[src/rtl/uart_alu_pkg.sv]
// Shared opcodes, header size and FSM state encoding for the UART packet ALU.
package uart_alu_pkg;

   localparam logic [7:0] OPC_ECHO  = 8'hEC;
   localparam logic [7:0] OPC_ADD   = 8'hAD;
   localparam logic [7:0] OPC_MUL   = 8'h11;
   localparam int         HDR_BYTES = 4;

   typedef enum logic [2:0] {
      IDLE,
      RSVD,
      LEN_L,
      LEN_H,
      PAYLOAD,
      MULT,
      TX,
      DRAIN
   } state_t;

endpackage

[src/rtl/uart_alu_mul_seq.sv]
// Iterative shift-add multiplier, truncated to DATA_W bits; fixed DATA_W-cycle latency.
// done is combinational in the final iteration cycle, with p already holding the finished product.
module uart_alu_mul_seq #(
   parameter int DATA_W = 32
) (
   input  logic              clk_i,
   input  logic              reset_ni,
   input  logic              start,
   input  logic [DATA_W-1:0] a,
   input  logic [DATA_W-1:0] b,
   output logic              done,
   output logic [DATA_W-1:0] p
);
   localparam int CW = $clog2(DATA_W) + 1;

   logic              running;
   logic [CW-1:0]     cnt;
   logic [DATA_W-1:0] a_q;
   logic [DATA_W-1:0] b_q;
   logic [DATA_W-1:0] p_q;

   // p is the partial product after this cycle's multiplier bit is consumed
   assign p    = p_q + (b_q[0] ? a_q : '0);
   assign done = running && (cnt == CW'(DATA_W - 1));

   always_ff @(posedge clk_i or negedge reset_ni) begin
      if (!reset_ni) begin
         running <= 1'b0;
         cnt     <= '0;
         a_q     <= '0;
         b_q     <= '0;
         p_q     <= '0;
      end else if (start) begin
         running <= 1'b1;
         cnt     <= '0;
         a_q     <= a;
         b_q     <= b;
         p_q     <= '0;
      end else if (running) begin
         p_q <= p;
         a_q <= a_q << 1;
         b_q <= b_q >> 1;
         cnt <= cnt + 1'b1;
         if (done) running <= 1'b0;
      end
   end

endmodule

[src/rtl/uart_alu_engine.sv]
// Packet ALU between UART RX and TX byte streams: echo, multi-operand add and multiply.
// Echo is zero-latency passthrough; RX is stalled while multiplying and while the result drains to TX.
module uart_alu_engine
   import uart_alu_pkg::*;
#(
   parameter int DATA_W = 32,
   parameter bit MUL_EN = 1'b1
) (
   input  logic       clk_i,
   input  logic       reset_ni,
   input  logic       valid_i,
   input  logic [7:0] data_i,
   output logic       ready_o,
   output logic       valid_o,
   output logic [7:0] data_o,
   input  logic       ready_i,
   output logic       busy_o,
   output logic       err_o
);
   localparam int K  = DATA_W / 8;
   localparam int BW = (K > 1) ? $clog2(K) : 1;

   state_t            state, state_nx;
   logic [7:0]        opcode;
   logic [7:0]        len_lo;
   logic [15:0]       plen;
   logic [15:0]       pcnt;
   logic [BW-1:0]     bcnt;
   logic [DATA_W-1:0] opnd;
   logic [DATA_W-1:0] acc;
   logic              first;
   logic              err_q;

   logic              in_fire;
   logic              is_echo, is_add, is_mul, is_arith;
   logic              len_bad, fmt_bad;
   logic              last_byte, op_done;
   logic [15:0]       len_full, plen_full;
   logic [DATA_W-1:0] opnd_nx;
   logic [7:0]        tx_byte;
   logic              mul_start, mul_done;
   logic [DATA_W-1:0] mul_p;

   assign is_echo   = (opcode == OPC_ECHO);
   assign is_add    = (opcode == OPC_ADD);
   assign is_mul    = MUL_EN && (opcode == OPC_MUL);
   assign is_arith  = is_add || is_mul;
   assign len_full  = {data_i, len_lo};
   assign plen_full = len_full - 16'(HDR_BYTES);
   assign len_bad   = (len_full < 16'(HDR_BYTES));
   assign fmt_bad   = is_arith && ((plen_full == 16'd0) || ((plen_full % 16'(K)) != 16'd0));
   assign last_byte = (pcnt == plen - 16'd1);
   assign op_done   = (bcnt == BW'(K - 1));
   // Operand bytes arrive LSB first, so shift each new byte in from the top
   assign opnd_nx   = (opnd >> 8) | (DATA_W'(data_i) << (DATA_W - 8));
   assign tx_byte   = 8'(acc >> {bcnt, 3'b000});
   assign in_fire   = valid_i && ready_o;
   assign busy_o    = (state != IDLE);
   assign err_o     = err_q;

   uart_alu_mul_seq #(.DATA_W(DATA_W)) u_mul (
      .clk_i    (clk_i),
      .reset_ni (reset_ni),
      .start    (mul_start),
      .a        (acc),
      .b        (opnd_nx),
      .done     (mul_done),
      .p        (mul_p)
   );

   always_comb begin
      state_nx  = state;
      ready_o   = 1'b1;
      valid_o   = 1'b0;
      data_o    = 8'h00;
      mul_start = 1'b0;
      case (state)
         IDLE:  if (valid_i) state_nx = RSVD;
         RSVD:  if (valid_i) state_nx = LEN_L;
         LEN_L: if (valid_i) state_nx = LEN_H;
         LEN_H: begin
            if (valid_i) begin
               if (len_bad)                 state_nx = IDLE;
               else if (fmt_bad)            state_nx = (plen_full == 16'd0) ? IDLE : DRAIN;
               else if (plen_full == 16'd0) state_nx = IDLE;
               else if (is_echo || is_arith) state_nx = PAYLOAD;
               else                         state_nx = DRAIN;
            end
         end
         PAYLOAD: begin
            if (is_echo) begin
               ready_o = ready_i;
               valid_o = valid_i;
               data_o  = data_i;
               if (valid_i && ready_i && last_byte) state_nx = IDLE;
            end else if (valid_i && op_done) begin
               if (!first && is_mul) begin
                  mul_start = 1'b1;
                  state_nx  = MULT;
               end else if (last_byte) begin
                  state_nx = TX;
               end
            end
         end
         MULT: begin
            ready_o = 1'b0;
            if (mul_done) state_nx = (pcnt == plen) ? TX : PAYLOAD;
         end
         TX: begin
            ready_o = 1'b0;
            valid_o = 1'b1;
            data_o  = tx_byte;
            if (ready_i && op_done) state_nx = IDLE;
         end
         DRAIN:   if (valid_i && last_byte) state_nx = IDLE;
         default: state_nx = IDLE;
      endcase
   end

   always_ff @(posedge clk_i or negedge reset_ni) begin
      if (!reset_ni) begin
         state  <= IDLE;
         opcode <= 8'h00;
         len_lo <= 8'h00;
         plen   <= 16'd0;
         pcnt   <= 16'd0;
         bcnt   <= '0;
         opnd   <= '0;
         acc    <= '0;
         first  <= 1'b0;
         err_q  <= 1'b0;
      end else begin
         state <= state_nx;
         err_q <= 1'b0;
         case (state)
            IDLE: begin
               if (valid_i) begin
                  opcode <= data_i;
                  pcnt   <= 16'd0;
                  bcnt   <= '0;
                  first  <= 1'b1;
               end
            end
            LEN_L: if (valid_i) len_lo <= data_i;
            LEN_H: begin
               if (valid_i) begin
                  plen  <= plen_full;
                  err_q <= len_bad || fmt_bad;
               end
            end
            PAYLOAD: begin
               if (in_fire) begin
                  pcnt <= pcnt + 16'd1;
                  if (!is_echo) begin
                     opnd <= opnd_nx;
                     bcnt <= op_done ? '0 : bcnt + 1'b1;
                     if (op_done) begin
                        first <= 1'b0;
                        if (first)       acc <= opnd_nx;
                        else if (is_add) acc <= acc + opnd_nx;
                     end
                  end
               end
            end
            MULT: if (mul_done) acc <= mul_p;
            TX:   if (ready_i) bcnt <= op_done ? '0 : bcnt + 1'b1;
            DRAIN: if (valid_i) pcnt <= pcnt + 16'd1;
            default: ;
         endcase
      end
   end

endmodule

[config.mk]
export PLATFORM = sky130hd
export DESIGN_NAME = uart_alu_engine
export DESIGN_NICKNAME = d
export VERILOG_FILES = /design/src/rtl/uart_alu_pkg.sv /design/src/rtl/uart_alu_mul_seq.sv /design/src/rtl/uart_alu_engine.sv
export SDC_FILE = /design/constraint.sdc
export NUM_CORES = 1
export LEC_CHECK = 0
export ABC_AREA = 1
export BUFFER_PORTS_ARGS = -buffer_cell sky130_fd_sc_hd__buf_2
export CORE_MARGIN = 2
export CORE_UTILIZATION = 55
export DETAILED_ROUTE_END_ITERATION = 8
export MAX_ROUTING_LAYER = met4
export PLACE_DENSITY_LB_ADDON = 0.3
export SYNTH_ARGS = -nofsm -noshare
export SYNTH_HDL_FRONTEND = slang
export SYNTH_SLANG_ARGS = --single-unit
[constraint.sdc]
create_clock -name clk_i -period 2.4 [get_ports clk_i]
set_input_delay 0.12 -clock clk_i [delete_from_list [all_inputs] [get_ports clk_i]]
set_output_delay 0.12 -clock clk_i [all_outputs]
set_load 0.01 [all_outputs]
### Word-level counts from Yosys, hierarchy flattened

Cells that the tools add are included.

* bits in registers: 222
* RAM bits: 0
* memories kept: 0
* bits in read-only memories: 0
* input bits: 12
* logic and storage cells: 154
* latch bits: 0
* output and inout bits: 12

* mux-type cells: 65
* $add $sub $neg: 7
* div/mod/pow operators: 0
* eq/ne operators: 30
* bitwise logic cells: 2
* multiply operators: 0
* order comparisons: 1
* reduce and logical (&&, ||, !) cells: 33
* shift operators: 1

Operator list (number)
* $mux 32: 13
* $add 32x32->32: 2
* $pmux 32 s2: 1
* $mux 16: 3
* $mux 3: 16
* $pmux 16 s3: 1
* $eq 16x16->1: 2
* $or 24x32->32: 1
* $shr 32x5->8: 1
* $ne 2x2->1 const B: 12
* $pmux 3 s8: 1
* $add 16x1->16 const B: 1
* $eq 8x8->1 const B: 2
* $logic_not 16->1: 1
* $lt 16x3->1 const B: 1
* $pmux 8 s2: 1
* $reduce_bool 16->1: 1
* $sub 16x1->16 const B: 1
* $sub 16x3->16 const B: 1
* $mux 1: 15
* $mux 2: 7
* $eq 3x3->1 const B: 4
* $mux 6: 2
* $reduce_and 10->1: 1
* 25 further kinds: 48

### Longest topological paths before layout

Gate-level depths: netlist of the first run.

* depth after elaboration: 9
* depth in mapped cells: 20
* depth with buffers taken out: 18

### Modules after synthesis

From an unflattened synthesis of the first run, not the netlist that was laid out.

* cells, all modules: 2362
* area total of the unflattened synthesis: 15710.1 µm²

By module, submodules not included
* uart_alu_engine: instances 1, cells an instance 1326, area an instance 8698.3 µm²
* uart_alu_mul_seq: instances 1, cells an instance 1036, area an instance 7011.7 µm²

### Least setup slack after synthesis of the first run

No wires, ideal clock.

* kind: register -> register
* start: register u_mul.b_q[0]
* end: register acc[21]
* path buffers: 2
* cell stages (with the launch flop): 18
* required time: 2.283 ns
* period minus slack after synthesis: 2.406 ns
* path slack: -0.006 ns
* setup time: 0.117 ns
* arrival: 2.289 ns
* cell sequence: dfrtp_1 > clkbuf_1 > clkbuf_1 > nand2_1 > inv_1 > ha_1 > a21oi_1 > nand2_1 > a21boi_1 > o21ai_0 > nand2_1 > nand2_1 > nand2_1 > nand2_1 > o21ai_1 > inv_1 > nand2_1 > nand2_1

* word-level cells in the longest chain between the ends: 4

RTL lines
* start: declaration: line uart_alu_mul_seq.sv:19 `logic [DATA_W-1:0] b_q;`
* start signal: assignment: line uart_alu_mul_seq.sv:42 `b_q <= b_q >> 1;`
* $mux 32: line uart_alu_mul_seq.sv:23 `assign p = p_q + (b_q[0] ? a_q : '0);`
* $add 32x32->32: line uart_alu_mul_seq.sv:23
* $mux 32: line uart_alu_engine.sv:165 `MULT: if (mul_done) acc <= mul_p;`
* $pmux 32 s2: line uart_alu_engine.sv:135 `case (state)`
* end signal: assignment: line uart_alu_engine.sv:159 `if (first) acc <= opnd_nx;`
* end signal: assignment: line uart_alu_engine.sv:160 `else if (is_add) acc <= acc + opnd_nx;`
* end signal: assignment: line uart_alu_engine.sv:165
* end: declaration: line uart_alu_engine.sv:30 `logic [DATA_W-1:0] acc;`

No other way between the ends. The select of a mux whose other input is x is not followed.
A chain may end at the register's enable or synchronous reset.

### Worst setup path in the final report of the first run

* start: register u_mul.b_q[0]
* end: register u_mul.p_q[23]

* word-level cells in the longest chain between the ends: 4

RTL lines
* $mux 32: line uart_alu_mul_seq.sv:23
* $add 32x32->32: line uart_alu_mul_seq.sv:23
* $mux 32: line uart_alu_mul_seq.sv:39 `end else if (running) begin`
* $mux 32: line uart_alu_mul_seq.sv:33 `end else if (start) begin`
* end signal: assignment: line uart_alu_mul_seq.sv:40 `p_q <= p;`
* end: declaration: line uart_alu_mul_seq.sv:20 `logic [DATA_W-1:0] p_q;`

No other way between the ends. The select of a mux whose other input is x is not followed.

==> results of run 1 <==
[cell type report]
class	instances	area, um^2
flip-flops and latches	214	5360
fillers	2264	8420
clock inverters	11	213
multi-input cells	1600	9190
repair buffers	195	1520
well taps	341	427
inverters	260	981
clock buffers	33	696
[state kept, by name, indices dropped and copies added (netlist names)]
| register | flops |
|---|---|
| plen | 16 |
| u_mul.p_q | 32 |
| u_mul.running | 1 |
| opnd | 24 |
| u_mul.cnt | 6 |
| opcode | 8 |
| u_mul.b_q | 32 |
| first | 1 |
| u_mul.a_q | 32 |
| err_o | 1 |
| bcnt | 2 |
| acc | 32 |
| state | 3 |
| pcnt | 16 |
| len_lo | 8 |
[cells by family after synthesis]
group | synth area share
adders and majority gates | 0.0598
and+or+nand+nor | 0.280
buffers and inverters | 0.0850
xor gates and xnor gates | 0.0311
DFF | 0.359
AOI/OAI and AO/OA | 0.185
[tightest hold or removal path, cell delays in order]
cell	delay, ps
buf_2	130
buf_4	160
nand2_1	60
o21ai_0	60
[Yosys cell counts, drive strengths merged (5+ instances only)]
cell type	number
nand2	629
inv	259
dfrtp	214
o21ai	192
nor2	174
a21oi	135
nand3	120
ha	68
clkbuf	40
o211ai	40
xor2	38
nor3	29
buf	28
o221ai	28
nand4	20
nand3b	18
a22o	17
xnor2	15
a21o	13
o22ai	12
nor4	9
o21a	6
o31ai	6
a21boi	5
a22oi	5
a31oi	5
o21bai	5
[where the power goes]
group | total (W) | switching [W] | leakage (nW) | internal (W)
clock network | 0.00428 | 0.00161 | 0.447 | 0.00268
logic | 0.0107 | 0.00713 | 5.69 | 0.00362
registers | 0.00541 | 0.000954 | 2.80 | 0.00446
[what timing repair did]
item,CTS,global route
hold endpoints to repair,72,0
pin swaps,18,26
gates resized for setup,102,117
hold buffers,5,0
cloned,0,0
setup buffers,4,7
endpoints found under the setup margin,49,66
[per-stage QoR]
step	setup slack [ps]	hold slack (ps)	setup TNS [ps]	instance area, um^2
3_5_place_dp	-346	123	-6370	16400
6_report	-124	34.1	-1720	18400
4_1_cts	-9.78	6.46	-28.6	17800
2_1_floorplan	66.7	-176	0	14900
5_1_grt	-301	32.2	-6370	18400
3_3_place_gp	-346	123	-4670	16400
[cells in the final DEF (no fill, tap or decap), drive strengths merged]
cell type / n
clkbuf: 33
a22oi: 5
and3: 1
ha: 68
clkinv: 4
o21bai: 5
a21oi: 135
a211oi: 1
a41oi: 1
or2: 3
o21a: 6
nand2: 629
inv: 261
a31oi: 5
nor3: 29
nand3b: 18
and2: 3
o22ai: 12
bufinv: 6
a22o: 17
nand4: 20
buf: 190
fa: 2
o31ai: 6
o211ai: 40
xor2: 38
a21boi: 5
xnor2: 15
o221ai: 28
nor4: 9
dfrtp: 214
nor2: 174
o21ai: 192
dlygate4sd3: 5
a21o: 13
nand3: 120
[metal layers]
layer | share of wire | vias to the layer above | GRT usage
li1 | - | 7418 | -
met1 | 0.43 | 7579 | 0.507
met2 | 0.44 | 777 | 0.568
met3 | 0.086 | 166 | 0.0615
met4 | 0.046 | 0 | 0.132
met5 | 0 | - | -
[path summary, 6_finish.rpt]
| path | from | end | slack (ps) |
|---|---|---|---|
| min in group asynchronous | reset_ni | u_mul.p_q[3] | 150 |
| hold / removal | data_i[5] | opnd[29] | 30 |
| max in group asynchronous | reset_ni | plen[3] | 1410 |
| setup / recovery | u_mul.b_q[0] | u_mul.p_q[23] | -120 |
| hold reg to reg | u_mul.p_q[28] | u_mul.p_q[28] | 490 |
| setup reg to reg | u_mul.b_q[0] | u_mul.p_q[23] | -120 |
==> run summary, run 1 <==
NumNets Final = 2378
final WL = 53.1 mm
Post-DRT Antenna Nets = 0
crit path kind = register to register
die area = 0.0284 mm^2
slowest CP cell = dfrtp_2
core footprint = 0.0268 mm^2
leading area contributor after synthesis = dfrtp_1
Synth Register Bits = 214
fraction of layout cells with a size suffix above 1 = 0.182
placer congestion estimate = 1.04
crit path DAT = 2950 ps
Final Hold Viols = 0
Placed Cells = 2594
worst setup margin = -124 ps
HPWL Detailed = 38.1 mm
power per cell area = 1110 mW/mm^2
maximum vdd ir drop = 1.11 mV
Antenna Cells = 0
Final Cycle Share = 1.05
Yosys cell types = 44
Yosys top cell area share = 0.359
P&R area growth vs syn = 23.4%
Max Buffers Root-to-Sink = 3
final core occ = 0.686
DRC Markers = 0
Post-synth EDFFs = 0
vias = 15940
Max Cap Violations = 0
fin crit period = 2520 ps
violated checks = setup timing
DRT iter0 DRCs = 1561
Max Freq = 396 MHz
non-filler cells, final = 2654
RSZ-0062 raised after global routing = yes
die width = 169 um
syn_area_per_cell = 6.96 um^2
Worst Skew = 12.7 ps
slowest stage delay, CP = 450 ps
drt first pass iters = 5
WP depth = 14
Worst EP required = 2820 ps
synthesized instance count = 2142
async set-reset flop share out of synthesis = 1.00
Hold Path Depth = 4
crit-path leading delay family = compound AO/OA/AOI/OAI gates
register area share after synthesis = 0.359
H-tree levels = 1
largest net degree at the start of global routing = 69
port bufs = 23
path depth of the worst reg2reg path = 14
CTS clk-pin slew, worst paths = 60 ps
worst path buffer plus inverter count = 3
Warnings, synthesis = 0
die span in y = 169 um
Clock Latency Late Sink = 540 ps
headroom to the max-slew limit = 0.590
Slew Viols, Final = 0
routed len/inst = 20.0 um
initial antenna violation count = 0
total grt overflow = 0
Row Count = 60
Area contributors post-synth = dfrtp_1, nand2_1, inv_1, ha_1, o21ai_0
Initial Util = 0.556
gr usage total = 0.373
CTS tree = done
CP endpoint kind = register
PnR Total Power = 0.0204 W
Setup crit start kind = register
post-synthesis cell area = 0.0149 mm^2
num ports = 24
Final Setup Violations = 23
first-pass GRT wire length = 81.0 mm
worst path cell trace = buf_12 > nand2_1 > inv_1 > ha_4 > a21oi_4 > buf_4 > o21ai_1 > a21oi_1 > nand2_2 > nand2_2 > nand2_1 > nand2_1 > a21oi_1 > a21o_1
clk root buf = clkbuf_16
outcome = finished, violations left
crit-path most repeated cell = nand2_1
CTS sink cnt = 214
Net Count, Synth = 2224
Num CTS Buffers = 25
Worst Path Max Fanout = 25
Least-Margin Pin Slew = 613 ps
number of global-route vias before repair = 14979
Most used DFF post-synth = dfrtp_1
post-DR vias/cell = 6.01
Lkg Pwr = 8.94 nW
worst min path class = primary input to register
(Power assumes the default switching activity.)
==> run 2: changes to the inputs <==
--- a/config.mk
+++ b/config.mk
@@ -6,10 +6,10 @@
 export NUM_CORES = 1
 export LEC_CHECK = 0
 export ABC_AREA = 1
-export BUFFER_PORTS_ARGS = -buffer_cell sky130_fd_sc_hd__buf_2
 export CORE_MARGIN = 2
-export CORE_UTILIZATION = 55
+export CORE_UTILIZATION = 59
 export DETAILED_ROUTE_END_ITERATION = 8
+export DONT_BUFFER_PORTS = 1
 export MAX_ROUTING_LAYER = met4
 export PLACE_DENSITY_LB_ADDON = 0.3
 export SYNTH_ARGS = -nofsm -noshare
==> run summary, run 2 (synthesis results as in run 1) <==
CTS Hold Bufs = 9
Worst Path Max Fanout = 8
worst min path class = primary input to asynchronous set/reset pin
gr usage total = 0.396
die area = 0.0265 mm^2
die span in y = 163 um
post-DR vias/cell = 6.14
largest net degree at the start of global routing = 215
DRT iter0 DRCs = 2119
power per cell area = 1110 mW/mm^2
fraction of layout cells with a size suffix above 1 = 0.220
Placed Cells = 2562
Max Freq = 390 MHz
Setup crit start kind = register
crit path kind = register to register
placer congestion estimate = 1.01
leading cell types in the layout, fill and taps excluded = nand2_1, inv_1, dfrtp_1
CTS clk-pin slew, worst paths = 60 ps
first-pass GRT wire length = 80.1 mm
Worst Skew = 11.2 ps
maximum vdd ir drop = 0.959 mV
Num CTS Buffers = 25
path depth of the worst reg2reg path = 15
core footprint = 0.0250 mm^2
NumNets Final = 2365
total grt overflow = 0
number of global-route vias before repair = 14714
CTS sink cnt = 214
Final Setup Violations = 23
clk root buf = clkbuf_16
Initial Util = 0.597
headroom to the max-slew limit = 0.576
Max Cap Violations = 0
HPWL Detailed = 37.1 mm
vias = 16136
Least-Margin Pin Slew = 634 ps
Antenna Cells = 0
Layout Cell Area excl Fill = 0.0188 mm^2
# fillers = 1844
Slew Viols, Final = 0
violated checks = hold timing, setup timing
Row Count = 58
Clock Latency Late Sink = 530 ps
num ports = 24
outcome = finished, violations left
placed cell area = 0.0163 mm^2
Max Buffers Root-to-Sink = 3
port bufs = 0
final core occ = 0.752
initial antenna violation count = 0
Worst EP required = 2820 ps
die width = 163 um
final WL = 54.6 mm
CTS tree = done
Final Hold Viols = 214
Reg area = 0.00536 mm^2
DRC Markers = 0
routed len/inst = 20.8 um
CP endpoint kind = register
P&R area growth vs syn = 26.0%
non-filler cells, final = 2630
H-tree levels = 1
hold_ws = -710 ps
drt first pass iters = 6
fin crit period = 2560 ps
Lkg Pwr = 9.12 nW
crit path DAT = 2980 ps
setup_tns = -1280 ps
most common cell after layout, fill and taps aside = nand2_1
area of the multi-input gates = 0.00966 mm^2
Final Cycle Share = 1.07
Post-DRT Antenna Nets = 0
RSZ-0062 raised after global routing = yes
worst setup margin = -163 ps
[run 2: changes by cell type in the layout (fill, tap and decap cells not counted), sizes merged]
| cell | before | now |
|---|---|---|
| bufinv | 6 | 3 |
| buf | 190 | 172 |
| clkinvlp | 0 | 2 |
| dlygate4sd3 | 5 | 9 |
| clkbuf | 33 | 35 |
[run 2: power breakdown]
group          switching, W  internal, W
clock network       0.00161      0.00240
logic               0.00735      0.00406
registers          0.000966      0.00446
[run 2: final timing paths]
check / from / end / slack [ps]
min in group clk_i: data_i[2] / plen[11] / 10
hold reg to reg: u_mul.p_q[30] / u_mul.p_q[30] / 490
setup / recovery: u_mul.b_q[0] / acc[29] / -160
setup reg to reg: u_mul.b_q[0] / acc[29] / -160
hold / removal: reset_ni / pcnt[5] / -710
max in group asynchronous: reset_ni / u_mul.b_q[0] / 2550
[run 2: what timing repair did]
action,4_1_cts,5_1_grt
pin swaps,13,86
gates cloned,0,1
resized for setup,89,275
setup endpoints to repair,39,68
setup buffers,0,15
endpoints found under the hold margin,266,214
[run 2: through the flow]
step | setup slack [ps] | total power [W]
after floorplan | 66.7 | 0.0119
after global placement | -365 | 0.0155
after detailed placement | -329 | 0.0157
after CTS | -32.8 | 0.0199
after global routing | -227 | 0.0221
final | -163 | 0.0208
[run 2: per-layer routing]
layer	track usage	routed length, um	vias to the layer above	share of wire
li1	-	-	7392	-
met1	0.543	22600	7580	0.41
met2	0.603	24000	944	0.44
met3	0.0665	5370	220	0.098
met4	0.126	2650	0	0.049
met5	-	0	-	0
[run 2: worst max-delay path, stage by stage, from the launching register on]
cell and delay, ps:
dfrtp_2 500, clkbuf_16 200, nand2_1 70, inv_1 70, ha_4 330, nand2_4 100
nor2_4 130, nand2_1 70, o21ai_1 190, buf_4 190, nand3_2 90, nand2_2 90
xor2_2 190, nand2_2 100, nand3_2 60, nand2_1 40
[run 2: layout make-up]
type                            instances  area share
Multi-Input combinational cell       1600       0.515
Timing Repair Buffer                  182      0.0807
Inverter                              260      0.0522
Sequential cell                       214       0.285
Clock buffer                           34      0.0378
Tap cell                              330      0.0220
Clock inverter                         10     0.00746
